<file path="config.mk">
export PLATFORM = sky130hd
export DESIGN_NAME = rast_tri_sched
export DESIGN_NICKNAME = d
export VERILOG_FILES = /design/src/rtl/rast_tri_sched.sv
export SDC_FILE = /design/constraint.sdc
export NUM_CORES = 1
export LEC_CHECK = 0
export CAP_MARGIN = 15
export CELL_PAD_IN_SITES_DETAIL_PLACEMENT = 0
export CELL_PAD_IN_SITES_GLOBAL_PLACEMENT = 2
export CORE_AREA = 4 4 397 399
export CTS_CLUSTER_DIAMETER = 40
export DETAILED_ROUTE_END_ITERATION = 12
export DIE_AREA = 0 0 401 403
export HOLD_SLACK_MARGIN = 0.12
export PLACE_DENSITY_LB_ADDON = 0.1
export SETUP_SLACK_MARGIN = 0.05
export SLEW_MARGIN = 20
export SYNTH_ARGS = -nofsm -noshare
export SYNTH_HDL_FRONTEND = slang
export SYNTH_SLANG_ARGS = --single-unit
</file>
<file path="constraint.sdc">
create_clock -name clk -period 6.27 [get_ports clk]
set_input_delay 0.9405 -clock clk [delete_from_list [all_inputs] [get_ports clk]]
set_output_delay 0.9405 -clock clk [all_outputs]
set_load 0.01 [all_outputs]
</file>
<file path="src/rtl/rast_tri_sched.sv">
// Front-end triangle scheduler for rast: round-robin arbitration of two requesters into one
// registered slot, plus screen/subsample config registers applied only after the pipe drains.
module rast_tri_sched #(
  parameter int SIGFIG       = 24,
  parameter int RADIX        = 10,
  parameter int VERTS        = 3,
  parameter int AXIS         = 3,
  parameter int COLORS       = 3,
  parameter int DRAIN_CYCLES = 16
) (
  input  logic                                                clk,
  input  logic                                                rst,
  input  logic [1:0]                                          req_valid,
  output logic [1:0]                                          req_ready,
  input  logic signed [1:0][VERTS-1:0][AXIS-1:0][SIGFIG-1:0]  req_tri,
  input  logic [1:0][COLORS-1:0][SIGFIG-1:0]                  req_color,
  input  logic                                                cfg_valid,
  input  logic signed [1:0][SIGFIG-1:0]                       cfg_screen,
  input  logic [3:0]                                          cfg_subSample,
  output logic                                                cfg_ready,
  output logic signed [VERTS-1:0][AXIS-1:0][SIGFIG-1:0]       tri_R10S,
  output logic [COLORS-1:0][SIGFIG-1:0]                       color_R10U,
  output logic                                                validTri_R10H,
  input  logic                                                halt_RnnnnL,
  output logic signed [1:0][SIGFIG-1:0]                       screen_RnnnnS,
  output logic [3:0]                                          subSample_RnnnnU,
  output logic [31:0]                                         tri_count
);

  if (DRAIN_CYCLES < 1 || DRAIN_CYCLES > 255 || RADIX >= SIGFIG) begin : g_bad_param
    $error("rast_tri_sched: DRAIN_CYCLES must be 1..255 and RADIX below SIGFIG");
  end

  localparam logic [7:0] DRAIN_LAST = 8'(DRAIN_CYCLES - 1);

  typedef enum logic [1:0] {RUN, DRAIN, APPLY} state_e;
  typedef logic signed [VERTS-1:0][AXIS-1:0][SIGFIG-1:0] tri_t;
  typedef logic [COLORS-1:0][SIGFIG-1:0]                 color_t;

  state_e                       state_q, state_d;
  logic [7:0]                   drain_q, drain_d;
  logic                         rr_q, rr_d;
  logic                         valid_q, valid_d;
  tri_t                         tri_q, tri_d;
  color_t                       color_q, color_d;
  logic signed [1:0][SIGFIG-1:0] screen_q, screen_d;
  logic [3:0]                   sub_q, sub_d;
  logic [31:0]                  tri_count_q, tri_count_d;

  logic slot_free, consumed, gnt;

  assign slot_free = !valid_q || halt_RnnnnL;
  assign consumed  = valid_q && halt_RnnnnL;
  // With both requesters valid the pointer decides; otherwise the lone valid one wins.
  assign gnt       = (&req_valid) ? rr_q : req_valid[1];

  // NOTE: every signal written here gets a default first, so no path leaves one unassigned (no latch).
  always_comb begin
    state_d     = state_q;
    drain_d     = drain_q;
    rr_d        = rr_q;
    valid_d     = valid_q;
    tri_d       = tri_q;
    color_d     = color_q;
    screen_d    = screen_q;
    sub_d       = sub_q;
    tri_count_d = tri_count_q + {31'd0, consumed};
    req_ready   = '0;

    if (consumed) valid_d = 1'b0;

    unique case (state_q)
      RUN: begin
        if (slot_free && (|req_valid)) begin
          req_ready[gnt] = 1'b1;
          valid_d        = 1'b1;
          tri_d          = req_tri[gnt];
          color_d        = req_color[gnt];
          rr_d           = ~gnt;
        end
        if (cfg_valid) state_d = DRAIN;
      end
      DRAIN: begin
        if (valid_q || !halt_RnnnnL) begin
          drain_d = '0;
        end else begin
          drain_d = drain_q + 8'd1;
          if (drain_q == DRAIN_LAST) state_d = APPLY;
        end
      end
      APPLY: begin
        screen_d = cfg_screen;
        sub_d    = cfg_subSample;
        drain_d  = '0;
        state_d  = RUN;
      end
      default: state_d = RUN;
    endcase

    if (rst) req_ready = '0;
  end

  // NOTE: state registers use non-blocking assignments so every flop samples pre-edge values.
  always_ff @(posedge clk) begin
    if (rst) begin
      state_q     <= RUN;
      drain_q     <= '0;
      rr_q        <= 1'b0;
      valid_q     <= 1'b0;
      tri_q       <= '0;
      color_q     <= '0;
      screen_q    <= '0;
      sub_q       <= '0;
      tri_count_q <= '0;
    end else begin
      state_q     <= state_d;
      drain_q     <= drain_d;
      rr_q        <= rr_d;
      valid_q     <= valid_d;
      tri_q       <= tri_d;
      color_q     <= color_d;
      screen_q    <= screen_d;
      sub_q       <= sub_d;
      tri_count_q <= tri_count_d;
    end
  end

  assign cfg_ready        = (state_q == APPLY);
  assign tri_R10S         = tri_q;
  assign color_R10U       = color_q;
  assign validTri_R10H    = valid_q;
  assign screen_RnnnnS    = screen_q;
  assign subSample_RnnnnU = sub_q;
  assign tri_count        = tri_count_q;

endmodule

</file>
* After elaboration in Yosys (flattened, before gate mapping)
Cells that the tools add are included.
** Storage, ports and cells
- Bits in registers :: 384
- Logic and storage cells :: 63
** Cells by class
- Order comparisons :: 2
- Equal/unequal tests :: 6
- Bitwise operators :: 1
- Mux-type cells :: 19
- Reduce and logical (&&, ||, !) cells :: 13
- $add $sub $neg :: 2
** Operators with widths (count)
- two-way mux 216 bit :: 2
- two-way mux 72 bit :: 2
- adder 32 x 1 -> 32 bit :: 1
- case mux 8 bit (2 select lines) :: 1
- two-way mux 2 bit :: 6
- adder 8 x 1 -> 8 bit (second input constant) :: 1
- equality test 8 x 4 -> 1 bit (second input constant) :: 1
- two-way mux 8 bit :: 1
- != test 2 bit (second input constant) :: 3
- two-way mux 1 bit :: 5
- case mux 2 bit (2 select lines) :: 1
- AND reduction 2 bit :: 2
- logical AND 1 bit :: 3
- AND reduction 3 bit :: 1
- equality test 2 x 1 -> 1 bit (second input constant) :: 1
- equality test 2 bit (second input constant) :: 1
- logical NOT 1 bit :: 2
- logical NOT 2 bit :: 1
- logical OR 1 bit :: 2
- < comparator 1 x 2 -> 1 bit (second input constant) :: 1
- nonzero test 2 bit :: 1
- OR reduction 2 bit :: 1
- demux 1 bit (select 1 bit) :: 1
- >= comparator 1 bit (second input constant) :: 1
- NOT 1 bit :: 1

* Depth between registers and ports, before layout
Gate-level depths: netlist of the first run.
- Word-level depth :: 9
- Gate-level depth with buffers :: 8

* Least setup slack after synthesis of the first run
Ideal clock, no wire load.
- Path kind :: input-to-output
- Start :: in rst
- End :: out req_ready[0]
- Arrival :: 2.010 ns
- Stages :: 5
- Setup slack :: 3.320 ns
- Path buffers :: 3
- Path through :: clkbuf_1 -> nand3b_1 -> a211oi_1 -> buf_2 -> buf_1
** Between the ends
- Longest elaborated chain between the ends :: 1
** Ends and longest elaborated chain
- start: declaration :: line 12 : input logic rst,
- two-way mux 2 bit :: line 100 : if (rst) req_ready = '0;
- end: declaration :: line 14 : output logic [1:0] req_ready,
Every way passes these cells.

* Worst setup path in the final report of the first run
- Start :: in halt_RnnnnL
- End :: out req_ready[0]
** Between the ends
- Longest elaborated chain between the ends :: 5
** Ends and longest elaborated chain
- start: declaration :: line 24 : input logic halt_RnnnnL,
- logical OR 1 bit :: line 52 : assign slot_free = !valid_q || halt_RnnnnL;
- logical AND 1 bit :: line 74 : if (slot_free && (|req_valid)) begin
- two-way mux 2 bit :: line 74
- two-way mux 2 bit :: line 72 : unique case (state_q)
- two-way mux 2 bit :: line 100
Every way passes these cells.

==> results of run 1 <==
per-layer routing:
metal	GRT usage (%)	wire length, µm	vias to the layer above
met5	0	172	-
met4	3.54	2570	24
met3	5.92	10000	238
met2	23.5	56900	696
met1	13.4	40100	7687
li1	-	-	7379
power by group through the flow:
stage                     sequential [mW]  clock, mW  combinational [mW]
after global routing                 3.41       6.79                3.56
after floorplan                      3.54          0               0.970
after CTS                            3.34       6.67                3.47
final                                3.34       6.44                3.34
after global placement               3.37          0                3.45
after detailed placement             3.36          0                3.45
flip-flops by register name, indices dropped and copies added, names as in the netlist:
name / cells
color_R10U: 72
drain_q: 8
rr_q: 1
screen_RnnnnS: 48
state_q: 2
subSample_RnnnnU: 4
tri_R10S: 216
tri_count: 32
validTri_R10H: 1
final cells by class:
class	instances	area [µm²]	share of cell area (%)
flip-flops and latches	384	7690	24.2
repair buffers	1023	10300	32.3
inverters	8	30.0	0.0947
diodes	23	57.6	0.182
well taps	2044	2560	8.07
clock inverters	25	337	1.06
clock buffers	206	4040	12.7
multi-input cells	881	6750	21.3
cells by family after synthesis:
family	share of synthesized area (%)
AO/OA/AOI/OAI	20.6
buffers and inverters	3.43
XOR/XNOR	0.765
adder cells (fa/ha/maj)	0.756
flip-flops	51.6
multiplexers	4.54
AND/OR/NAND/NOR	18.3
worst max-delay path, cell delays in order:
cell	delay (ns)
clkdlybuf4s50_1	0.60
nand2b_1	0.26
nand3b_1	0.16
a211oi_4	0.19
buf_4	0.36
clkdlybuf4s50_1	0.61
synthesized netlist by cell type:
master,number
nor4_1,10
buf_1,11
nor3b_1,1
nand3b_1,1
nor4bb_1,1
xnor2_1,5
o31ai_1,2
a211oi_1,1
dfxtp_1,384
nor2b_1,14
or4_4,1
o21bai_1,1
nand4_4,1
or3_2,1
nor2_1,81
nand4b_1,1
mux2_2,12
buf_6,4
or3_1,8
clkbuf_1,93
xor2_1,8
nand3_1,14
o21a_1,1
nand2_1,17
a21o_1,1
o21ai_0,11
mux2i_1,54
nand4bb_1,1
nor3_1,6
or4_1,3
ha_1,9
and4_2,1
and4_1,2
a21oi_1,16
and2_1,290
and3_1,5
or2_2,1
a31oi_1,1
inv_1,8
nand2b_1,5
nand4_1,6
buf_2,9
a221o_1,288
cell usage in the layout (no fill, tap or decap), types with 6 or more instances in the layout:
| master | count |
|---|---|
| inv_6 | 9 |
| mux2_2 | 12 |
| a221o_1 | 288 |
| diode_2 | 23 |
| clkbuf_8 | 39 |
| buf_4 | 11 |
| dfxtp_1 | 384 |
| nor4_1 | 10 |
| clkdlybuf4s50_1 | 1008 |
| clkbuf_16 | 135 |
| nor2b_1 | 14 |
| nor2_1 | 81 |
| o21ai_0 | 11 |
| and2_1 | 290 |
| ha_1 | 8 |
| or3_1 | 8 |
| nand4_1 | 6 |
| mux2i_1 | 54 |
| xor2_1 | 8 |
| nand3_1 | 14 |
| nor3_1 | 6 |
| a21oi_1 | 15 |
| nand2_1 | 17 |
| clkinv_2 | 7 |
| inv_1 | 8 |
| clkbuf_1 | 32 |
worst max path at each step:
stage / endpoint / slack [ns]
after global placement: req_ready[0] / 2.20
after floorplan: req_ready[0] / 3.32
final: req_ready[0] / 2.20
after CTS: req_ready[0] / 2.12
after detailed placement: req_ready[0] / 2.13
after global routing: req_ready[0] / 2.07
==> metrics.csv, run 1 <==
stage,metric,value,unit
sta,finalWorstSetupSlack,2.20,ns
floorplan,fp.dieH,403,µm
global_route,grt_max_degree,152,
power,p_comb_share,25.5,%
power,swShare,29.1,%
routing,drc_errors,0,
clocking,cts_root_buf,clkbuf_16,
clocking,cts-resized-gates,0,
sta,hold_slack,0.488,ns
setup_path,cp-end-kind,primary output,
sta,period_share,64.9,%
setup_path,crit_start,halt_RnnnnL,
clocking,clk_pin_slew,0.04,ns
floorplan,die_x,401,µm
clocking,cts.sinks,384,
cells_and_area,syn_to_final_growth,113,%
min_path,min_to,screen_RnnnnS[24],
min_path,min_path_cells,2,
routing,ant_nets,0,
logic_synthesis,yosysSeqAreaShare,51.6,%
logic_synthesis,synth_top_area_share,51.6,%
global_route,first_global_vias,17000,
clocking,clk_path_buf_depth,3,
floorplan,coreArea,154000,µm²
floorplan,die-area,162000,µm²
power,switchingPower,3.82,mW
sta,slew_violations,0,
routing,dr.pass1.iters,5,
job,cap_violations,0,
power,finalPower,13.1,mW
logic_synthesis,yosys_register_bits,384,
setup_path,worstSetupStartpointType,primary input,
power,clock_power_share,49.1,%
cells_and_area,layout.cells.non_filler,4594,
clocking,cts_tree,done,
sta,clock_skew,0.0148,ns
logic_synthesis,ys_warn_count,0,
clocking,htree_levels,4,
cells_and_area,fill_cells,16800,
outcome,outcome,finished clean,
sta,finalSetupViolCount,0,
global_route,grt-ovfl-total,0,
floorplan,io_pins,1010,
setup_path,crit_fanout,25,
setup_path,cp_data_arrival_time,3.13,ns
sta,worst_slew_pin_slew,1.41,ns
placed_design,placed_area,27300,µm²
logic_synthesis,synth_nets,2033,
logic_synthesis,synth.avg_cell_area,10.7,µm²
min_path,hp-class,register to register,
min_path,min_from,screen_RnnnnS[24],
logic_synthesis,synth_area,14900,µm²
logic_synthesis,synth_top_area_cell,dfxtp_1,
clocking,cts_post_setup_buffers_inserted,0,
setup_path,path_class,primary input to primary output,
placed_design,gp_congestion,0.788,
routing,viasPerCell,3.49,
cells_and_area,layout.nets,3076,
setup_path,reg2reg_slack,3.27,ns
clocking,hold_buffers,0,
power,p_int,9.29,mW
routing,wl,110,mm
sta,grt_setup_unrepaired,no,
global_route,grt_usage,13.0,%
floorplan,rows,144,
sta,hold_viol_final,0,
logic_synthesis,netlist-cell-type-count,43,
placed_design,io_buffers,1009,
placed_design,place_inst,4340,
routing,wire_per_inst,23.9,µm
global_route,grt_pass1_wl,146,mm
power,leakage,11.6,nW
sta,fmax,246,MHz
placed_design,detailedPlace.worstSlack,2.13,ns
sta,fin_tns_setup,0,ns
setup_path,rr_startpoint,state_q[0],
power,vdd_drop_max,0.233,mV
floorplan,initial_core_util,9.68,%
logic_synthesis,postSynthCellCount,1390,
cells_and_area,fin_area,31700,µm²
cells_and_area,drive_gt1_share,9.30,%
routing,via_count,16000,
placed_design,hpwl,84.8,mm
sta,slew_headroom,6.23,%
sta,period_needed,4.07,ns
setup_path,worst-r2r-cell-count,6,
routing,drt_iter0_drc,827,
clocking,numCtsBuffers,135,
setup_path,r2r_end,color_R10U[38],
power,p_per_area,414,nW/µm²
global_route,antenna_found_initial,71,
setup_path,cp_data_required_time,5.33,ns
clocking,clk_latency,0.71,ns
cells_and_area,final_core_util,20.6,%
logic_synthesis,yosys-top-cells-area,"dfxtp_1 (52%), a221o_1 (19%), and2_1 (12%)",
power,seqPwrFrac,25.4,%
No activity file was read; power rests on OpenSTA's default activity.
==> inputs of run 2 (changes only) <==
--- a/config.mk
+++ b/config.mk
@@ -8,10 +8,10 @@
 export CAP_MARGIN = 15
 export CELL_PAD_IN_SITES_DETAIL_PLACEMENT = 0
 export CELL_PAD_IN_SITES_GLOBAL_PLACEMENT = 2
-export CORE_AREA = 4 4 397 399
+export CORE_AREA = 4 4 392 394
 export CTS_CLUSTER_DIAMETER = 40
 export DETAILED_ROUTE_END_ITERATION = 12
-export DIE_AREA = 0 0 401 403
+export DIE_AREA = 0 0 396 398
 export HOLD_SLACK_MARGIN = 0.12
 export PLACE_DENSITY_LB_ADDON = 0.1
 export SETUP_SLACK_MARGIN = 0.05
==> constraint.sdc (replaced) <==
create_clock -name clk -period 3.6 [get_ports clk]
set_input_delay 0.54 -clock clk [delete_from_list [all_inputs] [get_ports clk]]
set_output_delay 0.54 -clock clk [all_outputs]
set_load 0.01 [all_outputs]
==> run 2 against run 1 <==
Cell count is 0.39% lower. Final area is 0.59% lower. Register-to-register slack worse by 2.2 ns. Non-clock buffer count is 11 higher. Sequential cell count stayed put. Clock-buffer cell count is 21 lower. Hold slack worse by 0.25 ns. Power is 68% higher. Critical endpoint unchanged. Highest routed layer unchanged.
==> metrics.csv, run 2 (synthesis results as in run 1) <==
stage,metric,value,unit,change
outcome,outcome,finished clean,,
sta,fin_tns_setup,0,ns,unchanged
job,cap_violations,0,,unchanged
power,leakage,11.6,nW,-0.69%
sta,hold_viol_final,0,,unchanged
cells_and_area,largest_register_ffs,216,,unchanged
setup_path,path_class,register to primary output,,
cells_and_area,layout.nets,3073,,-0.098%
setup_path,worstPathCellList,inv_1 > ha_1 > nand3b_1 > a211oi_4 > clkdlybuf4s50_1,,
global_route,first_global_vias,16800,,-0.95%
routing,drc_errors,0,,unchanged
sta,fmax,320,MHz,
clocking,cts.sinks,384,,unchanged
sta,period_needed,3.13,ns,
floorplan,fp.dieH,398,µm,-1.2%
clocking,cts_post_setup_buffers_inserted,0,,unchanged
global_route,grt_usage,13.8,%,+0.84 points
cells_and_area,layout_commonest_cell,clkdlybuf4s50_1,,
placed_design,place_inst,4323,,-0.39%
routing,wire_per_inst,25.0,µm,+4.6%
min_path,min_from,rst,,
cells_and_area,layout.cells.non_filler,4576,,-0.39%
sta,slew_violations,0,,unchanged
setup_path,cp_slowest_cell,clkdlybuf4s50_1,,
cells_and_area,syn_to_final_growth,112,%,
cells_and_area,drive_gt1_share,9.41,%,+0.11 points
global_route,grt_pass1_wl,151,mm,+3.0%
clocking,cts_root_buf,clkbuf_16,,
setup_path,cp_data_arrival_time,2.59,ns,-0.54 ns
sta,grt_setup_unrepaired,no,,
global_route,grt-ovfl-total,0,,unchanged
setup_path,cp_data_required_time,3.06,ns,-2.27 ns
setup_path,cpPeakStageDelay,0.64,ns,+0.03 ns
sta,finalSetupViolCount,0,,unchanged
setup_path,crit_start,state_q[0],,
min_path,hp-class,primary input to register,,
power,vdd_drop_max,0.371,mV,+59%
routing,drt_iter0_drc,895,,+8.2%
power,finalPower,22.0,mW,+68%
setup_path,worstSetupStartpointType,register,,
floorplan,io_pins,1010,,unchanged
cells_and_area,mostFrequentLayoutCells,"clkdlybuf4s50_1 (1008), dfxtp_1 (384), and2_1 (290)",,
global_route,grt_max_degree,82,,-46%
placed_design,hpwl,90.1,mm,+6.3%
clocking,clk_pin_slew,0.04,ns,about the same
floorplan,die-area,158000,µm²,-2.5%
placed_design,gp_congestion,0.791,,+0.37%
power,p_per_area,697,nW/µm²,+69%
routing,via_count,16100,,+0.56%
clocking,clk_latency,0.72,ns,about the same
routing,viasPerCell,3.52,,+0.95%
sta,slew_headroom,34.6,%,+28 points
floorplan,initial_core_util,9.94,%,+0.26 points
placed_design,detailedPlace.worstSlack,0.497,ns,-1.63 ns
floorplan,die_x,396,µm,-1.2%
routing,wl,114,mm,+4.2%
floorplan,rows,142,,-1.4%
routing,ant_nets,0,,unchanged
sta,clock_skew,0.0608,ns,+0.0459 ns
routing,dr.pass1.iters,5,,unchanged
sta,hold_slack,0.240,ns,-0.248 ns
setup_path,rr_startpoint,state_q[0],,
placed_design,io_buffers,1009,,unchanged
floorplan,coreArea,150000,µm²,-2.7%
setup_path,crit_fanout,5,,-80%
setup_path,cp-end-kind,primary output,,
sta,worst_slew_pin_slew,0.982,ns,-0.425 ns
global_route,antenna_found_initial,60,,-15%
clocking,clk_path_buf_depth,3,,unchanged
sta,finalWorstSetupSlack,0.473,ns,-1.73 ns
clocking,cts-resized-gates,0,,unchanged
clocking,hold_buffers,0,,unchanged
cells_and_area,fill_cells,16200,,-3.7%
clocking,cts_tree,done,,
sta,period_share,86.9,%,
clocking,htree_levels,3,,-1
clocking,numCtsBuffers,121,,-10%
run 2: path summary, 6_finish.rpt:
check	slack [ns]	to	cells after the start
max reg2reg	1.04	color_R10U[46]	8
max	0.47	req_ready[0]	5
min reg2reg	0.49	screen_RnnnnS[28]	2
min	0.24	tri_count[21]	2
run 2: per-stage QoR:
stage	cell area [µm²]	util [%]
after floorplan	14900	-
after global placement	27500	18.3
after detailed placement	27500	18.3
after CTS	31400	21.0
after global routing	31400	21.0
final	31500	21.0
run 2: critical path, delay by kind of cell, from the launching register on:
family / cells / cell delay [ns]
AOI/OAI and AO/OA: 1 / 0.25
buffers and inverters: 2 / 0.80
adders and majority gates: 1 / 0.32
and+or+nand+nor: 1 / 0.16
DFF: 1 / 0.34
run 2: final cells by class:
| class | instances | area, µm² | share of cell area (%) |
|---|---|---|---|
| multi-input cells | 881 | 6750 | 21.4 |
| clock inverters | 36 | 357 | 1.13 |
| inverters | 8 | 30.0 | 0.0953 |
| flip-flops and latches | 384 | 7690 | 24.4 |
| repair buffers | 1034 | 10500 | 33.3 |
| clock buffers | 185 | 3610 | 11.4 |
| well taps | 2016 | 2520 | 8.00 |
| diodes | 32 | 80.1 | 0.254 |
run 2: power breakdown:
group          switching (mW)  internal (mW)  leakage [nW]
clock                    3.32           6.86          1.97
sequential              0.549           5.25          3.15
combinational            2.76           3.24          6.45
run 2: per-layer routing:
metal / up-vias / share of wire, % / global-route usage [%]
met3: 212 / 8.6 / 5.74
met4: 22 / 2.3 / 3.18
met1: 7803 / 36 / 14.3
met5: - / 0.12 / 0
met2: 691 / 53 / 25.7
li1: 7385 / - / -
==> inputs of run 3 (changes only) <==
--- a/config.mk
+++ b/config.mk
@@ -5,10 +5,10 @@
 export SDC_FILE = /design/constraint.sdc
 export NUM_CORES = 1
 export LEC_CHECK = 0
-export CAP_MARGIN = 15
 export CELL_PAD_IN_SITES_DETAIL_PLACEMENT = 0
 export CELL_PAD_IN_SITES_GLOBAL_PLACEMENT = 2
 export CORE_AREA = 4 4 392 394
+export CTS_BUF_LIST = sky130_fd_sc_hd__clkbuf_4 sky130_fd_sc_hd__clkbuf_8
 export CTS_CLUSTER_DIAMETER = 40
 export DETAILED_ROUTE_END_ITERATION = 12
 export DIE_AREA = 0 0 396 398
==> run 3 against run 2 <==
Clock power fell by 31%. Global-route usage barely moved. Core utilization fell by 0.88 points. Sequential cell count did not move. Sequential share of layout area rose by 1.1 points. Sequential power barely moved. Die area did not move. Final area fell by 4.2%. Register-to-register slack barely moved. Clock skew fell by 0.011 ns. Non-clock buffer count rose by 1. Highest routed layer unchanged.
==> metrics.csv, run 3 (synthesis results as in run 1) <==
stage,metric,value,unit,change
setup_path,cp_slowest_cell,clkdlybuf4s50_1,,
setup_path,worstSetupStartpointType,register,,
cells_and_area,final_core_util,20.2,%,-0.88 points
power,p_comb_share,31.9,%,+4.6 points
cells_and_area,mostFrequentLayoutCells,"clkdlybuf4s50_1 (1008), dfxtp_1 (384), and2_1 (290)",,
sta,finalSetupViolCount,0,,unchanged
sta,hold_viol_final,0,,unchanged
sta,slew_headroom,34.2,%,-0.34 points
setup_path,critPathBufInv,2,,unchanged
setup_path,cp_data_arrival_time,2.68,ns,+0.09 ns
setup_path,crit_fanout,5,,unchanged
power,switchingPower,6.10,mW,-8.0%
floorplan,initial_core_util,9.94,%,unchanged
routing,viasPerCell,3.51,,-0.32%
routing,dr.pass1.iters,5,,unchanged
power,seqPwrFrac,30.7,%,+4.3 points
power,vdd_drop_max,0.289,mV,-22%
sta,worst_slew_pin_slew,0.987,ns,+0.00510 ns
outcome,outcome,finished clean,,
sta,clock_skew,0.0498,ns,-0.0110 ns
power,p_per_area,623,nW/µm²,-11%
floorplan,die_x,396,µm,unchanged
global_route,grt-ovfl-total,0,,unchanged
setup_path,worstPathCellList,inv_1 > ha_1 > nand3b_1 > a211oi_4 > clkdlybuf4s50_1,,
global_route,antenna_found_initial,61,,+1.7%
global_route,grt_max_degree,82,,unchanged
cells_and_area,layout_commonest_cell,clkdlybuf4s50_1,,
routing,wl,114,mm,-0.25%
routing,ant_nets,0,,unchanged
setup_path,cp_data_required_time,3.06,ns,about the same
clocking,cts.sinks,384,,unchanged
clocking,hold_buffers,1,,+1
routing,drc_errors,0,,unchanged
cells_and_area,fill_cells,16300,,+0.76%
cells_and_area,drive_gt1_share,10.6,%,+1.2 points
power,leakage,11.0,nW,-4.7%
clocking,cts_root_buf,clkbuf_8,,
placed_design,gp_congestion,0.791,,unchanged
sta,fin_tns_setup,0,ns,unchanged
clocking,clk_pin_slew,0.06,ns,+0.02 ns
clocking,htree_levels,3,,unchanged
routing,wire_per_inst,24.9,µm,-0.28%
setup_path,cpPeakStageDelay,0.63,ns,about the same
clocking,clk_path_buf_depth,3,,unchanged
floorplan,io_pins,1010,,unchanged
routing,via_count,16100,,-0.30%
power,finalPower,18.8,mW,-14%
min_path,hp-class,primary input to register,,
sta,grt_setup_unrepaired,no,,
placed_design,placed_area,27500,µm²,unchanged
sta,period_share,89.4,%,+2.5 points
cells_and_area,layout.nets,3074,,+0.033%
placed_design,io_buffers,1009,,unchanged
power,clock_power_share,37.4,%,-8.9 points
job,cap_violations,0,,unchanged
cells_and_area,fin_area,30200,µm²,-4.2%
power,swShare,32.4,%,+2.2 points
global_route,first_global_vias,16800,,-0.27%
sta,fmax,311,MHz,-2.8%
floorplan,coreArea,150000,µm²,unchanged
global_route,grt_usage,13.8,%,-0.037 points
routing,drt_iter0_drc,817,,-8.7%
sta,slew_violations,0,,unchanged
floorplan,fp.dieH,398,µm,unchanged
placed_design,hpwl,90.1,mm,unchanged
floorplan,die-area,158000,µm²,unchanged
clocking,cts-resized-gates,0,,unchanged
power,p_int,12.7,mW,-17%
cells_and_area,syn_to_final_growth,103,%,
clocking,cts_post_setup_buffers_inserted,0,,unchanged
sta,period_needed,3.22,ns,+0.0905 ns
global_route,grt_pass1_wl,150,mm,-0.27%
clocking,clk_latency,0.81,ns,+0.09 ns
cells_and_area,largest_register_ffs,216,,unchanged
placed_design,detailedPlace.worstSlack,0.497,ns,unchanged
clocking,numCtsBuffers,121,,unchanged
setup_path,crit_family,buffers and inverters,,
clocking,cts_tree,done,,
placed_design,place_inst,4323,,unchanged
sta,hold_slack,0.293,ns,+0.0528 ns
cells_and_area,layout.cells.non_filler,4577,,+0.022%
sta,finalWorstSetupSlack,0.382,ns,-0.0905 ns
floorplan,rows,142,,unchanged
setup_path,cp-end-kind,primary output,,
setup_path,path_class,register to primary output,,
## run 3: layout make-up
class	count	area, µm²	share of cell area, %
Antenna cell	32	80.1	0.265
Inverter	8	30.0	0.0994
Clock buffer	185	2360	7.81
Tap cell	2016	2520	8.35
Clock inverter	36	275	0.912
Multi-Input combinational cell	881	6750	22.3
Timing Repair Buffer	1035	10500	34.8
Sequential cell	384	7690	25.5
## run 3: worst paths after layout
check	startpoint	endpoint	slack [ns]	cells past startpoint
min reg2reg	screen_RnnnnS[28]	screen_RnnnnS[28]	0.49	2
min	req_tri[197]	tri_R10S[197]	0.29	2
max	state_q[0]	req_ready[0]	0.38	5
max reg2reg	state_q[0]	color_R10U[17]	1.04	8
## run 3: per-layer routing
layer / GRT usage, % / vias to the layer above / part of all wire (%)
met1: 14.3 / 7742 / 36
met4: 3.26 / 20 / 2.3
met5: 0 / - / 0.11
li1: - / 7377 / -
met3: 5.63 / 220 / 8.8
met2: 25.6 / 706 / 53
## run 3: power groups by stage
stage,Sequential [mW],Combinational [mW],Clock (mW)
2_1_floorplan,6.17,1.69,0
3_3_place_gp,5.84,6.18,0
4_1_cts,5.79,6.21,7.45
6_report,5.79,6.00,7.04
3_5_place_dp,5.84,6.18,0
5_1_grt,5.91,6.38,7.62
